## src/rtl/bus_dec_sel.sv

```systemverilog
// Bus address decoder with a one-hot slave select, per-slave presence mask,
// ack handshake, timeout and a one-cycle turnaround gap between transfers.
module bus_dec_sel #(
    parameter int SEL_W      = 4,
    parameter int TIMEOUT    = 15,
    parameter int ACTIVE_LOW = 0,
    localparam int N         = 2 ** SEL_W
) (
    input  logic             clk,
    input  logic             rst,
    input  logic             en,
    input  logic             req,
    input  logic [SEL_W-1:0] addr,
    input  logic [N-1:0]     mask,
    input  logic [N-1:0]     ack,
    output logic [N-1:0]     sel,
    output logic             busy,
    output logic             done,
    output logic             err
);

    localparam int CNT_W = $clog2(TIMEOUT + 1);
    localparam logic [CNT_W-1:0] CNT_LAST = CNT_W'(TIMEOUT - 1);
    localparam logic [N-1:0] SEL_OFF = (ACTIVE_LOW != 0) ? {N{1'b1}} : {N{1'b0}};

    typedef enum logic [1:0] {IDLE, ACTIVE, GAP} state_t;

    state_t           state_reg, state_next;
    logic [N-1:0]     sel_reg, sel_next;
    logic             busy_reg, busy_next;
    logic             done_reg, done_next;
    logic             err_reg, err_next;
    logic [CNT_W-1:0] cnt_reg, cnt_next;
    logic [SEL_W-1:0] addr_q_reg, addr_q_next;
    logic [N-1:0]     addr_dec;

    generate
        for (genvar gi = 0; gi < N; gi++) begin : g_dec
            assign addr_dec[gi] = (addr == SEL_W'(gi));
        end
    endgenerate

    always_comb begin
        state_next  = state_reg;
        sel_next    = sel_reg;
        busy_next   = busy_reg;
        done_next   = 1'b0;
        err_next    = 1'b0;
        cnt_next    = cnt_reg;
        addr_q_next = addr_q_reg;
        case (state_reg)
            IDLE: begin
                if (req && en) begin
                    if (mask[addr]) begin
                        state_next  = ACTIVE;
                        addr_q_next = addr;
                        sel_next    = SEL_OFF ^ addr_dec;
                        busy_next   = 1'b1;
                        cnt_next    = '0;
                    end else begin
                        err_next = 1'b1;
                    end
                end
            end
            ACTIVE: begin
                // Disable aborts silently; otherwise ack beats the timeout in the same cycle.
                if (!en) begin
                    state_next = GAP;
                    sel_next   = SEL_OFF;
                end else if (ack[addr_q_reg]) begin
                    state_next = GAP;
                    sel_next   = SEL_OFF;
                    done_next  = 1'b1;
                end else if (cnt_reg == CNT_LAST) begin
                    state_next = GAP;
                    sel_next   = SEL_OFF;
                    err_next   = 1'b1;
                end else begin
                    cnt_next = cnt_reg + 1'b1;
                end
            end
            GAP: begin
                state_next = IDLE;
                busy_next  = 1'b0;
            end
            default: begin
                state_next = IDLE;
                sel_next   = SEL_OFF;
                busy_next  = 1'b0;
            end
        endcase
    end

    always_ff @(posedge clk) begin
        if (rst) begin
            state_reg  <= IDLE;
            sel_reg    <= SEL_OFF;
            busy_reg   <= 1'b0;
            done_reg   <= 1'b0;
            err_reg    <= 1'b0;
            cnt_reg    <= '0;
            addr_q_reg <= '0;
        end else begin
            state_reg  <= state_next;
            sel_reg    <= sel_next;
            busy_reg   <= busy_next;
            done_reg   <= done_next;
            err_reg    <= err_next;
            cnt_reg    <= cnt_next;
            addr_q_reg <= addr_q_next;
        end
    end

    assign sel  = sel_reg;
    assign busy = busy_reg;
    assign done = done_reg;
    assign err  = err_reg;

endmodule
```

## config.mk

```make
export PLATFORM = sky130hd
export DESIGN_NAME = bus_dec_sel
export DESIGN_NICKNAME = d
export VERILOG_FILES = /design/src/rtl/bus_dec_sel.sv
export SDC_FILE = /design/constraint.sdc
export NUM_CORES = 1
export LEC_CHECK = 0
export ABC_AREA = 1
export BUFFER_PORTS_ARGS = -buffer_cell sky130_fd_sc_hd__buf_2
export CAP_MARGIN = 0
export CELL_PAD_IN_SITES_DETAIL_PLACEMENT = 1
export CELL_PAD_IN_SITES_GLOBAL_PLACEMENT = 2
export CORE_ASPECT_RATIO = 0.9
export CORE_MARGIN = 2
export CORE_UTILIZATION = 26
export CTS_BUF_LIST = sky130_fd_sc_hd__clkbuf_4
export DETAILED_ROUTE_END_ITERATION = 12
export PLACE_DENSITY = 0.84
export SYNTH_ARGS = -nofsm -noshare
export SYNTH_HDL_FRONTEND = slang
export SYNTH_SLANG_ARGS = --single-unit
```

## constraint.sdc

```tcl
create_clock -name clk -period 1.7 [get_ports clk]
set_input_delay 0.085 -clock clk [delete_from_list [all_inputs] [get_ports clk]]
set_output_delay 0.085 -clock clk [all_outputs]
set_load 0.01 [all_outputs]
```

## Yosys cells after proc, flatten, opt, wreduce, memory -nomap -nowiden

Index checks and enable logic that the tools add are counted.

- Register bits after elaboration: 29
- Memory bits (read-only): 0
- Memories: 0
- Memory bits (writable): 0
- Latch bits: 0

- Reduce and logical (&&, ||, !) cells: 10
- Div/mod/pow operators: 0
- Add/subtract/negate cells: 1
- Bitwise logic cells: 3
- Multiply operators: 0
- Magnitude comparators: 2
- Multiplexer cells: 32
- Equal/unequal tests: 24
- Shifts and indexed selects: 0

Operator list:

| cell | count |
|---|---|
| $mux W16 | 5 |
| $pmux W16 S3 | 1 |
| $eq A4 B4 Y1 const B | 9 |
| $mux W4 | 5 |
| $eq A4 B3 Y1 const B | 4 |
| $lt A4 B5 Y1 const B | 2 |
| $mux W1 | 10 |
| $mux W2 | 5 |
| $ne A2 B2 Y1 const B | 5 |
| $reduce_and A3 Y1 | 3 |
| $bmux W1 S4 | 2 |
| $eq A4 B2 Y1 const B | 2 |
| $pmux W4 S2 | 1 |
| $reduce_and A6 Y1 | 1 |
| $add A4 B1 Y4 const B | 1 |
| $eq A4 B1 Y1 const B | 1 |
| $logic_not A4 Y1 | 1 |
| $ne A4 B4 Y1 const B | 1 |
| $pmux W1 S2 | 2 |
| $pmux W2 S2 | 1 |
| $reduce_and A4 Y1 | 1 |
| $not A1 Y1 | 3 |
| $reduce_or A3 Y1 | 1 |
| $eq A2 B1 Y1 const B | 1 |
| 4 further kinds | 4 |

## Longest topological paths before layout

Gate-level depths: netlist (run 1).

- Depth in word-level cells: 5
- Gate-level depth with buffers: 14
- Mapped depth without buffers: 13

## Worst setup path after synthesis (run 1)

OpenSTA, ideal clock, no wires.

- Path kind: flip-flop to flip-flop
- Start point: register cnt_reg[0]
- End point: register sel_reg[0], in the netlist sel[0]
- Arrival: 1,472 ps
- Clock period less this slack: 1,542 ps
- Path slack: 158 ps
- Buffers on the path: 1
- Stages on the path, launching flop included: 12
- Cells stage by stage: dfxtp_1 > inv_1 > ha_1 > and3_1 > nor2_1 > nand3_2 > nand2_1 > inv_2 > nand2_4 > buf_8 > nand2_2 > a21oi_2

- Longest elaborated chain between the ends: 3

RTL lines:

| element | RTL line | source |
|---|---|---|
| start, declared | 33 | `logic [CNT_W-1:0] cnt_reg, cnt_next;` |
| start signal, assigned | 109 | `cnt_reg <= cnt_next;` |
| $eq A4 B4 Y1 | 74 | `end else if (cnt_reg == CNT_LAST) begin` |
| $ne A4 B4 Y1 (no line) | n/a |  |
| $reduce_and A4 Y1 (no line) | n/a |  |
| end signal, assigned | 105 | `sel_reg <= sel_next;` |
| end, declared | 29 | `logic [N-1:0] sel_reg, sel_next;` |

Every way passes these cells.
A chain may end at the register's enable or synchronous reset.

## Worst setup path in the final report (run 1)

- Start point: register cnt_reg[0]
- End point: register sel_reg[3], in the netlist sel[3]

Same word-level chain as after synthesis.

==> reports/qor.csv, run 1 <==
stage,metric,value,unit
status,status,completed,
yosys,syn_nets,304,
yosys,synthTopCellsByCount,"nand2_1, dfxtp_1, nor2_1",
clock_tree,cts_max_level,2,
final_layout,largest_reg_flops,16,
clock_tree,cts_root_buffer,clkbuf_4,
power_and_ir_drop,leakagePower,1.09,nW
sta,finClkSkew,7.19,ps
yosys,synth_edf_count,0,
detailed_routing,ant_nets,0,
sta,slew_viol_final,0,
detailed_routing,dr.pass1.iters,4,
floorplanning,die_w,89.3,µm
floorplanning,die_h,80.8,µm
job,max-cap-violations,0,
min_path,hold_path.class,in2reg,
sta,worst_slack,141,ps
sta,rsz0062_at_grt,false,
power_and_ir_drop,p_switching,0.000476,W
power_and_ir_drop,clkPwrFrac,27.6,%
grt,track_usage,14.5,%
clock_tree,clock_latency,340,ps
clock_tree,cts_tree,yes,
placement,dp_slack,-23.1,ps
sta,min_period,1560,ps
final_layout,area_growth,29.2,%
floorplanning,io_pins,59,
power_and_ir_drop,power_frac_seq,49.7,%
critical_path,worstPathRequired,1930,ps
grt,grt_pass1_wl,8210,µm
final_layout,regArea,588,µm²
yosys,synth-seq-area-share,34.1,%
detailed_routing,vias,1808,
clock_tree,cts.clk_slew.worst_paths,90,ps
critical_path,worstPathArrival,1790,ps
sta,setup_viol,0,
clock_tree,cts_sinks,29,
final_layout,multi_input_area,986,µm²
yosys,synthCells,262,
critical_path,worst-setup-path-type,reg2reg,
sta,hold_viol,0,
yosys,synth.area.top_cells,"dfxtp_1, nand2_1, nand3_1",
yosys,ys_types,26,
critical_path,critPathMaxFanout,12,
critical_path,critPathCaptureType,register,
critical_path,start_kind,register,
grt,first_global_vias,1881,
placement,placed_cell_area,2100,µm²
yosys,avgSynthCellArea,6.50,µm²
clock_tree,cts_buffers,5,
sta,fmax,0.641,GHz
clock_tree,ctsHoldBuffers,0,
yosys,synth_top_area_share,34.1,%
power_and_ir_drop,powerDensity,664,nW/µm²
yosys,synth-seq-cells,29,
final_layout,final_layout_size_suffix_gt1_share,34.9,%
final_layout,design_area,2200,µm²
final_layout,layout.nets,368,
detailed_routing,wl_per_cell,11.5,µm
yosys,yosysWarnings,0,
power_and_ir_drop,p_int,0.000986,W
grt,antenna_found_initial,0,
clock_tree,clk_path_buf_depth,2,
yosys,async_flop_share,0,%
detailed_routing,routed_wl,4760,µm
placement,gp_congestion,0.769,
placement,hpwl,3790,µm
floorplanning,die_area,7220,µm²
yosys,yosys.area.top_type,dfxtp_1,
yosys,synth_area,1700,µm²
yosys,yosys.cell_count.top_type,nand2_1,
yosys,synthFlopType,dfxtp_1,
sta,relSlewSlack,67.6,%
power_and_ir_drop,sw_frac_of_total,32.6,%
placement,port_buffers,58,
final_layout,antennaDiodeCount,0,
floorplanning,num_rows,27,
detailed_routing,drtIter0Drc,23,
clock_tree,cts_setup_buffers,0,
power_and_ir_drop,combPwrFrac,22.7,%
grt,grt_max_degree,17,
grt,gr-total-overflow,0,
sta,fin_crit_sh,91.7,%
final_layout,fill_cells,870,
sta,tightest_slew,483,ps
floorplanning,core-area,6220,µm²
detailed_routing,drc,0,
detailed_routing,vias_per_cell,4.37,
power_and_ir_drop,ir_drop,0.000266,V
floorplanning,start_util,27.4,%
## worst max-delay path, stage by stage, from the launching register on
cell and delay, ps:
dfxtp_2 330, inv_1 50, ha_1 180, and3_4 180, nor2_2 140, nand3_4 100, nand2_2 90, inv_4 50
nand2_8 110, inv_2 70, nor2_1 90, nor2_1 50
## routing by layer
metal	global-route usage, %	share of wire [%]
met1	18.5	48
met2	24.0	46
met3	3.46	4.7
met4	4.93	1.4
met5	0	0
## per-stage QoR
stage | setup TNS [ps] | hold WS, ps | util, % | std cells | power [W]
floorplan | 0 | 261 | - | 262 | 0.000949
global placement | 0 | 403 | 33.8 | 406 | 0.00106
detailed placement | -68.0 | 407 | 33.8 | 406 | 0.00106
CTS | 0 | 44.3 | 34.7 | 414 | 0.00147
global route | 0 | 72.1 | 35.4 | 414 | 0.00157
finish | 0 | 75.3 | 35.4 | 414 | 0.00146
## logic make-up after synthesis
group / Yosys count / synth area share, %
AND/OR/NAND/NOR: 162 / 41.4
buffers and inverters: 37 / 10.2
AO/OA/AOI/OAI: 32 / 12.8
flip-flops: 29 / 34.1
adder cells (fa/ha/maj): 2 / 1.47
## layout by cell type, fill, tap and decap left out, types with 2 or more instances in the layout
cell type  Yosys  routed
a21oi_1       12      12
a21oi_2        8       8
buf_2          1      58
buf_4          0       6
clkbuf_4       0       5
clkinv_1       0       2
dfxtp_1       29      25
dfxtp_2        0       3
ha_1           2       2
inv_1         25      24
inv_2          4       3
inv_4          0       2
nand2_1       90      89
nand2_2       14      15
nand3_1       23      21
nand3_2        1       2
nor2_1        27      26
nor2_2         1       2
o21ai_0        8       8
o21ai_4        2       2
## power by group through the flow
stage	registers (W)	clock network, W	logic [W]
after floorplan	0.000743	0	0.000207
after global placement	0.000740	0	0.000315
after detailed placement	0.000742	0	0.000323
after CTS	0.000726	0.000421	0.000325
after global routing	0.000731	0.000455	0.000381
final	0.000727	0.000404	0.000331
## area by class of cell
cell class | instances | share of cell area [%]
tap | 87 | 4.94
clock buffer | 5 | 1.70
sequential | 29 | 26.7
inverter | 29 | 5.17
multi-input combinational | 196 | 44.8
clock inverter | 3 | 0.568
timing repair buffer | 65 | 16.1
## what timing repair did
action                                  4_1_cts  5_1_grt
pin swaps                                     0        5
gates resized for setup                       1       14
cloned                                        0        0
endpoints found under the setup margin        4       12
## final timing paths
path                                        endpoint                     from  slack, ps  cells past startpoint
worst min register to register  sel[12]$_SDFFE_PP0P_     sel[12]$_SDFFE_PP0P_        470                      2
worst max-delay path             sel[3]$_SDFFE_PP0P_  cnt_reg[0]$_SDFFE_PP0P_        140                     11
worst max register to register   sel[3]$_SDFFE_PP0P_  cnt_reg[0]$_SDFFE_PP0P_        140                     11
worst min-delay path                 done$_SDFF_PP0_                       en         80                      3
Note: power is estimated with default switching activity, not from simulation.
==> run 2, diff against run 1 <==
--- a/config.mk
+++ b/config.mk
@@ -16,5 +16,5 @@
 export CTS_BUF_LIST = sky130_fd_sc_hd__clkbuf_4
 export DETAILED_ROUTE_END_ITERATION = 12
-export PLACE_DENSITY = 0.84
+export PLACE_DENSITY = 0.8
 export SYNTH_ARGS = -nofsm -noshare
 export SYNTH_HDL_FRONTEND = slang
==> constraint.sdc (replaced) <==
create_clock -name clk -period 1.7 [get_ports clk]
set_input_delay 0.085 -clock clk [delete_from_list [all_inputs] [get_ports clk]]
set_output_delay 0.085 -clock clk [all_outputs]
set_load 0.005 [all_outputs]
==> run 2 against run 1 <==
Clock power fell by 4%. Global-route usage fell by 0.47 points. Sequential share of layout area fell by 0.46 points. First-iteration DRC count rose by 130%. Register-to-register slack barely moved. Final area rose by 1.3%. Sequential cell count did not move. Wire length did not move. Highest routed layer unchanged.
==> reports/qor.csv, run 2 (synthesis gave the netlist of run 1 again) <==
stage,metric,value,unit,change
status,status,completed,,
power_and_ir_drop,leakagePower,1.13,nW,+3.5%
sta,fmax,0.645,GHz,+0.53%
final_layout,final_layout_size_suffix_gt1_share,34.4,%,-0.43 points
final_layout,mostFrequentLayoutCells,"nand2_1, buf_2, dfxtp_1",,
final_layout,design_area,2230,µm²,+1.3%
floorplanning,num_rows,27,,unchanged
grt,first_global_vias,1846,,-1.9%
final_layout,layout.nets,375,,+1.9%
job,max-cap-violations,0,,unchanged
floorplanning,start_util,27.4,%,unchanged
detailed_routing,drc,0,,unchanged
detailed_routing,routed_wl,4760,µm,unchanged
final_layout,area_growth,30.9,%,
grt,track_usage,14.1,%,-0.47 points
power_and_ir_drop,ir_drop,0.000402,V,+51%
critical_path,worst-setup-path-type,reg2reg,,
critical_path,path_cells,"inv_1, ha_1, and3_1, nor2_2, nand3_2, buf_4, nand2_2, inv_2, nor2_1, nor2_1",,
detailed_routing,vias_per_cell,4.30,,-1.6%
sta,tightest_slew,418,ps,-64.7 ps
detailed_routing,dr.pass1.iters,4,,unchanged
final_layout,largest_reg_flops,16,,unchanged
sta,finClkSkew,4.90,ps,-2.29 ps
clock_tree,cts_buffers,5,,unchanged
clock_tree,clock_latency,320,ps,-20 ps
floorplanning,io_pins,59,,unchanged
clock_tree,cts_setup_buffers,0,,unchanged
grt,antenna_found_initial,0,,unchanged
sta,hold_viol,0,,unchanged
floorplanning,core-area,6220,µm²,unchanged
final_layout,layout_commonest_cell,nand2_1,,
critical_path,worstPathArrival,1770,ps,-20 ps
final_layout,antennaDiodeCount,0,,unchanged
clock_tree,cts_root_buffer,clkbuf_4,,
critical_path,cpMostUsedCell,nor2_1,,
critical_path,worstPathRequired,1920,ps,about the same
clock_tree,cts_sinks,29,,unchanged
placement,placed_cell_area,2150,µm²,+2.1%
sta,fin_crit_sh,91.2,%,-0.48 points
clock_tree,clk_path_buf_depth,2,,unchanged
floorplanning,die_h,80.8,µm,unchanged
sta,timing.hold.ws,94.3,ps,+19.0 ps
min_path,hold_path.class,in2reg,,
clock_tree,cts_tree,yes,,
grt,grt_pass1_wl,8070,µm,-1.8%
detailed_routing,drtIter0Drc,53,,+130%
detailed_routing,ant_nets,0,,unchanged
critical_path,critPathCaptureType,register,,
sta,setup_viol,0,,unchanged
grt,gr-total-overflow,0,,unchanged
critical_path,max_stage_delay,330,ps,about the same
grt,grt_max_degree,17,,unchanged
placement,dp.cells,412,,+1.5%
clock_tree,cts_resized,0,,-1
sta,min_period,1550,ps,-8.15 ps
final_layout,fin_util,35.9,%,+0.46 points
floorplanning,die_w,89.3,µm,unchanged
detailed_routing,wl_per_cell,11.3,µm,-1.7%
clock_tree,cts.clk_slew.worst_paths,90,ps,about the same
detailed_routing,vias,1810,,+0.11%
floorplanning,die_area,7220,µm²,unchanged
clock_tree,cts_max_level,2,,unchanged
power_and_ir_drop,powerDensity,647,nW/µm²,-2.5%
sta,slew_viol_final,0,,unchanged
final_layout,final_cells,421,,+1.7%
placement,hpwl,3840,µm,+1.2%
placement,gp_congestion,0.809,,+5.2%
sta,relSlewSlack,72.1,%,+4.5 points
critical_path,start_kind,register,,
placement,port_buffers,58,,unchanged
clock_tree,ctsHoldBuffers,0,,unchanged
final_layout,fill_cells,856,,-1.6%
critical_path,critical-path-slowest-cell,dfxtp_2,,
critical_path,critPathMaxFanout,7,,-5
sta,tns,0,ps,unchanged
[run 2: changes by cell type in the layout (fill, tap and decap cells not counted), moves of 2 or more]
cell	previous run	this run
buf_4	6	12
dfxtp_1	25	27
dfxtp_2	3	1
nand3_1	21	23
[run 2: worst paths after layout]
kind | start | endpoint | slack, ps | cells after the start
max | cnt_reg[0]$_SDFFE_PP0P_ | cnt_reg[1]$_SDFFE_PP0P_ | 150 | 10
min | en | done$_SDFF_PP0_ | 90 | 3
max reg2reg | cnt_reg[0]$_SDFFE_PP0P_ | cnt_reg[1]$_SDFFE_PP0P_ | 150 | 10
min reg2reg | sel[4]$_SDFFE_PP0P_ | sel[4]$_SDFFE_PP0P_ | 470 | 2
[run 2: worst max-delay path: cells and delay by family, from the launching register on]
kind          cells  cell delay [ps]
fa+ha+maj         1              190
buf+inv           3              260
flops             1              330
simple gates      6              670
[run 2: final cells by class]
class / count / area [µm²] / area share [%]
Timing Repair Buffer: 71 / 400 / 17.9
Tap cell: 87 / 109 / 4.88
Multi-Input combinational cell: 197 / 972 / 43.6
Clock buffer: 5 / 37.5 / 1.68
Inverter: 29 / 114 / 5.10
Sequential cell: 29 / 586 / 26.2
Clock inverter: 3 / 12.5 / 0.561
[run 2: per-stage QoR]
| stage | total power [W] | setup WS, ps |
|---|---|---|
| global route | 0.00155 | -1.55 |
| floorplan | 0.000944 | 160 |
| finish | 0.00144 | 149 |
| global placement | 0.00106 | 74.7 |
| CTS | 0.00145 | 1.17 |
| detailed placement | 0.00106 | 43.3 |
[run 2: power by group]
part / total, W / switching, W / internal (W)
combinational: 0.000334 / 0.000197 / 0.000137
clock: 0.000388 / 0.000238 / 0.000149
sequential: 0.000722 / 0.0000179 / 0.000704
total: 0.00144 / 0.000453 / 0.000990
[run 2: layer usage]
| layer | track usage, % | share of wire [%] | up-vias |
|---|---|---|---|
| li1 | - | - | 961 |
| met4 | 3.13 | 0.44 | 0 |
| met5 | 0 | 0 | - |
| met3 | 3.25 | 4.0 | 2 |
| met1 | 18.5 | 48 | 817 |
| met2 | 23.5 | 47 | 30 |
